<file path="config.mk">
export PLATFORM = sky130hd
export DESIGN_NAME = status_register_unit
export DESIGN_NICKNAME = d
export VERILOG_FILES = /design/src/rtl/status_register_unit.sv
export SDC_FILE = /design/constraint.sdc
export NUM_CORES = 1
export LEC_CHECK = 0
export BUFFER_PORTS_ARGS = -buffer_cell sky130_fd_sc_hd__buf_2
export CAP_MARGIN = 20
export CORE_AREA = 4 4 41 43
export DETAILED_ROUTE_END_ITERATION = 10
export DIE_AREA = 0 0 45 47
export PLACE_DENSITY = 0.65
export SLEW_MARGIN = 25
export SYNTH_ARGS = -nofsm -noshare
export SYNTH_HDL_FRONTEND = slang
export SYNTH_SLANG_ARGS = --single-unit
</file>
<file path="constraint.sdc">
create_clock -name clk -period 3.08 [get_ports clk]
set_input_delay 0.154 -clock clk [delete_from_list [all_inputs] [get_ports clk]]
set_output_delay 0.154 -clock clk [all_outputs]
set_load 0.05 [all_outputs]
</file>
<file path="src/rtl/status_register_unit.sv">
// NZCV flag producer: captures S-instruction flags in EXE, holds them in a one-entry
// MEM slot, commits them to the architectural status register, and feeds ID and EXE.
module status_register_unit #(
  parameter bit         FORWARD = 1'b1,
  parameter logic [3:0] AL_COND = 4'b1110
) (
  input  logic       clk,
  input  logic       rst,
  input  logic       freeze,
  input  logic       flush,
  input  logic       exe_valid,
  input  logic       exe_s,
  input  logic [3:0] alu_flags,
  input  logic       id_valid,
  input  logic [3:0] id_cond,
  output logic       n,
  output logic       z,
  output logic       c,
  output logic       v,
  output logic       carry_in,
  output logic       stall,
  output logic [3:0] status_q
);

  logic       exe_hit;
  logic       pend_valid_reg, pend_valid_next;
  logic [3:0] pend_flags_reg, pend_flags_next;
  logic [3:0] status_reg, status_next;
  logic [3:0] id_flags;
  logic       hazard;

  assign exe_hit = exe_valid & exe_s & ~flush;

  always_comb begin
    pend_valid_next = pend_valid_reg;
    pend_flags_next = pend_flags_reg;
    status_next     = status_reg;
    if (!freeze) begin
      // Older instruction commits while the newer one enters the slot.
      pend_valid_next = exe_hit;
      pend_flags_next = alu_flags;
      if (pend_valid_reg) begin
        status_next = pend_flags_reg;
      end
    end
  end

  always_ff @(posedge clk) begin
    if (rst) begin
      pend_valid_reg <= 1'b0;
      pend_flags_reg <= 4'b0000;
      status_reg     <= 4'b0000;
    end else begin
      pend_valid_reg <= pend_valid_next;
      pend_flags_reg <= pend_flags_next;
      status_reg     <= status_next;
    end
  end

  assign hazard = id_valid & (id_cond != AL_COND) & (exe_hit | pend_valid_reg);

  generate
    if (FORWARD) begin : g_forward
      always_comb begin
        id_flags = status_reg;
        if (exe_hit) begin
          id_flags = alu_flags;
        end else if (pend_valid_reg) begin
          id_flags = pend_flags_reg;
        end
      end
      assign stall = 1'b0 & hazard;
    end else begin : g_no_forward
      assign id_flags = status_reg;
      assign stall    = hazard;
    end
  endgenerate

  // Carry comes from registered state only, so ADC/SBC never loops through the ALU.
  assign carry_in = pend_valid_reg ? pend_flags_reg[1] : status_reg[1];

  assign {n, z, c, v} = id_flags;
  assign status_q     = status_reg;

endmodule

</file>
Yosys cells after proc, flatten, opt, wreduce, memory -nomap -nowiden

Cells that the tools add are included.

Register bits after elaboration: 9
Input bits: 15
Output and inout bits: 10
Logic and storage cells: 9

Mux-type cells: 3
Bitwise gates (word level): 3

Operators by type and width:

| kind              | count |
|---|---|
| 2-to-1 mux 4 bit  | 2 |
| bitwise AND 1 bit | 2 |
| 2-to-1 mux 1 bit  | 1 |
| NOT 1 bit         | 1 |

Depth between registers and ports, before layout

Gate-level depths: netlist (run 1).

Depth after elaboration: 3
Gate-level depth with buffers: 4
Gate-level depth less buffers: 3

Worst setup path before layout (run 1)

OpenSTA, ideal clock, no wires.

Path type: reg-to-output
Start: reg status_reg[3] (netlist: status_q[3])
End: out n
Data arrival time: 1,567 ps
Data required time: 2,926 ps
Setup slack: 1,359 ps
Stages on the path, launching flop included: 3
Cell sequence: dfxtp_1 -> mux2i_1 -> a21oi_1

Longest elaborated chain between the ends: 2

RTL lines:

| item                     | RTL line | source |
|---|---|---|
| start: declaration       | 28       | `logic [3:0] status_reg, status_next;` |
| start signal: assignment | 56       | `status_reg <= status_next;` |
| 2-to-1 mux 4 bit         | --       |  |
| 2-to-1 mux 4 bit         | 66       | `if (exe_hit) begin` |
| end: declaration         | 16       | `output logic n,` |

No other way between the ends.

Worst setup path in the final report (run 1)

Start: reg pend_valid_reg
End: out c

Longest elaborated chain between the ends: 2

RTL lines:

| item                     | RTL line | source |
|---|---|---|
| start: declaration       | 26       | `logic pend_valid_reg, pend_valid_next;` |
| start signal: assignment | 54       | `pend_valid_reg <= pend_valid_next;` |
| 2-to-1 mux 4 bit         | --       |  |
| 2-to-1 mux 4 bit         | 66       |  |
| end: declaration         | 18       | `output logic c,` |

No other way between the ends.

==> qor.csv, run 1 <==
metric,value,unit
status,finished clean,
final net count,80,
CP Max Fanout,6,
largest cells by area after synthesis,"dfxtp_1 (41%), mux2i_1 (25%), nor2_1 (10%), mux2_4 (6.8%), a21oi_1 (3.4%)",
Fin. Hold Viols,0,
Multi-input gate area,231,sq um
Synth Cell Area,439,sq um
worst-skew pair later-pin latency,260,ps
required time of the worst setup path,2930,ps
stages on the worst setup path,3,
LEAKAGE,0.263,nW
Sequential Power Share,49.5,%
die outline height,47,microns
Hold Path Depth,3,
setup slack at placement,1640,ps
GPL Wtd Cong,0.655,
Top delay family on crit path,multiplexers,
crit path to,c,
most frequent cell after synthesis,nor2_1,
clock root buffer,clkbuf_4,
Ys Warns,0,
WP buf/inv,1,
Synth top cells by count,"nor2_1 (12), mux2i_1 (11), dfxtp_1 (9)",
Final WS setup,1370,ps
Async SR Flop Fraction,0,%
Worst Reg-to-Reg Cells,3,
Synth Register Bits,9,
DR WL/cell,10.6,microns
Iter 0 DRT Violations,3,
Reg2Reg Setup Slack,1920,ps
kind of critical path,flip-flop to primary output,
Worst-path clk slew,60,ps
Synth top area share,41.0,%
pin count of the biggest net entering global routing,10,
"Setup Fix Bufs, Post-CTS",0,
CP Launch Point,pend_valid_reg,
Syn Inst Count,46,
combinational share of power,14.4,%
number of flops mapped to enable cells by yosys,0,
delay of the slowest cell on the worst path,490,ps
WL final,836,microns
drt pass-1 iters,4,
first-pass GRT wire length,1.37,mm
initial antenna violation count,0,
gr ovfl total,0,
Clock Path Buffers,2,
CP cell instances,"mux2_4, mux2_4, buf_2",
Worst setup EP type,primary output,
"Primary FF master, synth",dfxtp_1,
CTS tree,yes,
switching power total,0.0658,mW
sequential fraction of the synthesis area,41.0,%
Achievable Freq,585,MHz
FF-to-FF End,status_q[3],
worst vdd ir,212,uV
final instance area,547,sq um
CTS H-tree lvls,1,
Power Dens Cells,455,mW/mm^2
RSZ-0062 raised after global routing,no,
Post-CTS Hold Fix Bufs,0,
# clock sinks,9,
Worst path most repeated cell,mux2_4,
skew final,4.09,ps
R2R Path Start,pend_valid_reg,
Storage cell area,180,sq um
share of layout cells above drive strength 1,37.5,%
via count,366,
Internal,0.183,mW
"Avg Cell Area, Syn",9.55,sq um
Hold/Removal Path Class,input pin to flip-flop,
Initial Util,33.7,%
Total Power,0.249,mW
total core area,0.00130,sq mm
switch share,26.5,%
Clock power frac,36.1,%
total die area,0.00212,sq mm
die width,45,microns
critical path arrival,1560,ps
syn_nets,61,
FP Rows,13,
hold slack,143,ps
I/O Pins,25,
Syn-to-layout area delta,24.5,%
Final min period,1710,ps
post-route ant nets,0,
Final period util,55.5,%
Final Setup Violations,0,
antenna cells,0,
CTS Buf Count,3,
"Cell Area, Placed",520,sq um
CTS-repair resized insts,0,
HPWL after DPL,651,microns
post-synthesis cell type count,14,
Max Slew Vio Count,0,
CP startpoint kind,flip-flop,
DRC Markers,0,
port buffer count,18,
DR vias/cell,4.63,
total track usage,8.90,%
leading area contributor after synthesis,dfxtp_1,
setup tns final,0,ps
vias in the first global route,354,
Layout fillers,139,
max-cap violation count,0,
Critical Path Slowest Stage Cell,dfxtp_1,
tightest hold or removal path: stages:
cell and delay [ps]:
buf_2 90, mux2i_1 60, nor2_1 70
final cells by class:
type                    instances  share of cell area [%]
multi-input cells              33                    42.3
repair buffers                 18                    16.5
well taps                      15                    3.43
flip-flops and latches          9                    33.0
clock buffers                   4                    4.81
power groups by stage:
stage | registers [mW] | clock network, mW | logic [mW]
6_report | 0.123 | 0.0896 | 0.0358
5_1_grt | 0.123 | 0.0980 | 0.0392
4_1_cts | 0.123 | 0.0953 | 0.0363
3_5_place_dp | 0.126 | 0 | 0.0361
3_3_place_gp | 0.126 | 0 | 0.0356
2_1_floorplan | 0.125 | 0 | 0.0280
cells by family after synthesis:
group | synth area share [%]
buffers and inverters | 6.27
muxes | 31.9
DFF | 41.0
other | 0.854
and+or+nand+nor | 14.8
AOI/OAI and AO/OA | 5.13
through the flow:
stage / utilization (%) / instances
after CTS: 42.0 / 79
final: 42.0 / 79
after detailed placement: 40.0 / 75
after floorplan: - / 46
after global placement: 40.0 / 75
after global routing: 42.0 / 79
metal layers:
| metal | global-route usage [%] | share of wire [%] |
|---|---|---|
| met5 | 0 | 0 |
| met4 | 5.26 | 0 |
| met3 | 2.68 | 7.9 |
| met2 | 14.4 | 47 |
| met1 | 10.4 | 45 |
cells in the final DEF, fill, tap and decap left out:
cell	synthesis	routed
o21a_1	1	1
dfxtp_1	9	9
mux2_4	2	2
clkbuf_4	0	3
clkbuf_1	0	1
mux2i_1	11	11
nor2b_2	1	1
nor2_1	12	12
nand2_1	1	1
conb_1	1	1
a21oi_1	3	3
nand3b_1	1	1
buf_2	1	18
worst min path at each step:
stage,start,end
floorplan,alu_flags[0],pend_flags_reg[0]
global placement,alu_flags[2],pend_flags_reg[2]
detailed placement,alu_flags[2],pend_flags_reg[2]
CTS,alu_flags[2],pend_flags_reg[2]
global route,alu_flags[0],pend_flags_reg[0]
finish,alu_flags[2],pend_flags_reg[2]
Note: power is estimated with default switching activity, not from simulation.
==> run 2, diff against run 1 <==
clock period = 1.6 ns   (was 3.08 ns; I/O delays follow)
==> run 2 against run 1 <==
Compared with the run above:
- count of clock-buffer cells in the layout unchanged
- global-route usage about the same
- critical path depth unchanged
- hold slack got worse by 64 ps
- combinational power increased by 110%
- largest cell class unchanged
- largest power group unchanged
==> qor.csv, run 2 (same netlist as run 1, synthesis figures left out) <==
metric,value,unit,change
drt pass-1 iters,2,,was 4
GPL Wtd Cong,0.605,,was 0.655
Worst path most repeated cell,mux2_4,,unchanged
CP Max Fanout,3,,was 6
clock root buffer,clkbuf_4,,unchanged
FP Rows,13,,unchanged
final net count,82,,was 80
DR vias/cell,4.41,,was 4.63
"Setup Fix Bufs, Post-CTS",0,,unchanged
Final period util,90.1,%,
I/O Pins,25,,unchanged
CP startpoint kind,flip-flop,,unchanged
antenna cells,0,,unchanged
skew final,6.41,ps,was 4.09 ps
Max Slew Vio Count,0,,unchanged
crit path to,c,,unchanged
total track usage,8.89,%,was 8.90%
first-pass GRT wire length,1.34,mm,was 1.37 mm
pin count of the biggest net entering global routing,10,,unchanged
CTS-repair resized insts,0,,unchanged
HPWL after DPL,671,microns,was 651 microns
switching power total,0.124,mW,was 0.0658 mW
Cells after DPL,77,,was 75
vias in the first global route,329,,was 354
WP buf/inv,1,,unchanged
CP Launch Point,pend_valid_reg,,unchanged
Final Util,44.0,%,was 42.0%
Sequential Power Share,49.3,%,was 49.5%
share of layout cells above drive strength 1,43.9,%,was 37.5%
R2R Path Start,pend_valid_reg,,unchanged
worst vdd ir,301,uV,was 212 uV
WL final,855,microns,was 836 microns
Worst setup EP type,primary output,,unchanged
DRC Markers,0,,unchanged
Initial Util,33.7,%,unchanged
Achievable Freq,694,MHz,
DR WL/cell,10.6,microns,about the same
critical path arrival,1360,ps,was 1560 ps
Clock power frac,35.1,%,was 36.1%
Final min period,1440,ps,
die outline height,47,microns,unchanged
FF-to-FF End,status_q[0],,was status_q[3]
Hold/Removal Path Class,input pin to flip-flop,,unchanged
Layout fillers,149,,was 139
Iter 0 DRT Violations,1,,was 3
die width,45,microns,unchanged
port buffer count,18,,unchanged
total core area,0.00130,sq mm,unchanged
Critical Path Slowest Stage Cell,dfxtp_1,,unchanged
non-filler instance count after layout,81,,was 79
Final Setup Violations,0,,unchanged
status,finished clean,,unchanged
gr ovfl total,0,,unchanged
total die area,0.00212,sq mm,unchanged
Internal,0.354,mW,was 0.183 mW
Worst-path clk slew,60,ps,about the same
initial antenna violation count,0,,unchanged
Syn-to-layout area delta,30.5,%,was 24.5%
CTS Buf Count,3,,unchanged
"most common cell after layout, fill and taps aside",buf_2,,unchanged
RSZ-0062 raised after global routing,no,,unchanged
worst-skew pair later-pin latency,250,ps,was 260 ps
stages on the worst setup path,3,,unchanged
Top delay family on crit path,multiplexers,,unchanged
combinational share of power,15.6,%,was 14.4%
Post-CTS Hold Fix Bufs,0,,unchanged
delay of the slowest cell on the worst path,340,ps,was 490 ps
most frequent cells in the layout,"buf_2 (18), nor2_1 (12), mux2i_1 (11)",,unchanged
LEAKAGE,0.273,nW,was 0.263 nW
setup tns final,0,ps,unchanged
required time of the worst setup path,1520,ps,was 2930 ps
Fin. Hold Viols,0,,unchanged
Reg2Reg Setup Slack,480,ps,was 1920 ps
CTS tree,yes,,unchanged
post-route ant nets,0,,unchanged
CTS H-tree lvls,1,,unchanged
# clock sinks,9,,unchanged
max-cap violation count,0,,unchanged
Total Power,0.478,mW,was 0.249 mW
Worst Reg-to-Reg Cells,4,,was 3
CP cell instances,"mux2_4, mux2_4, buf_2",,unchanged
Power Dens Cells,835,mW/mm^2,was 455 mW/mm^2
Clock Path Buffers,2,,unchanged
hold slack,79.7,ps,was 143 ps
via count,357,,was 366
kind of critical path,flip-flop to primary output,,unchanged
switch share,25.9,%,was 26.5%
==> run 2: changes by cell type in the layout (fill, tap and decap cells not counted) <==
| cell | change |
|---|---|
| a21oi_2 | +3 |
| a21oi_1 | -3 |
| buf_4 | +2 |
==> run 2: power by group through the flow <==
stage	Combinational (mW)	Clock, mW	Sequential, mW
after floorplan	0.0559	0	0.241
after global placement	0.0740	0	0.240
after detailed placement	0.0753	0	0.241
after CTS	0.0755	0.176	0.236
after global routing	0.0807	0.179	0.236
final	0.0746	0.168	0.236
==> run 2: final cells by class <==
cell class	count	area (sq um)	area share, %
Multi-Input combinational cell	33	243	42.4
Sequential cell	9	180	31.4
Timing Repair Buffer	20	105	18.3
Clock buffer	4	26.3	4.59
Tap cell	15	18.8	3.28
==> run 2: how the worst min path moves through the flow <==
stage                       from           endpoint  slack, ps  cells after the start
global placement    alu_flags[2]  pend_flags_reg[2]        330                      3
global route        alu_flags[2]  pend_flags_reg[2]        100                      3
detailed placement  alu_flags[1]  pend_flags_reg[1]        340                      3
floorplan           alu_flags[0]  pend_flags_reg[0]        220                      2
finish              alu_flags[2]  pend_flags_reg[2]         80                      3
CTS                 alu_flags[2]  pend_flags_reg[2]         80                      3
==> run 2: worst min-delay path, stage by stage <==
cell	delay [ps]
buf_2	90
mux2i_1	60
nor2_1	70
==> run 2: layer usage <==
| layer | part of all wire [%] | global-route usage (%) | up-vias |
|---|---|---|---|
| met5 | 0 | 0 | - |
| met1 | 47 | 11.3 | 153 |
| li1 | - | - | 189 |
| met2 | 42 | 12.4 | 15 |
| met3 | 11 | 2.68 | 0 |
| met4 | 0 | 7.02 | 0 |
==> run 2: through the flow <==
step	setup WS (ps)	instance area [sq um]
global route	109	573
CTS	141	573
detailed placement	420	547
floorplan	224	450
global placement	419	547
finish	159	573
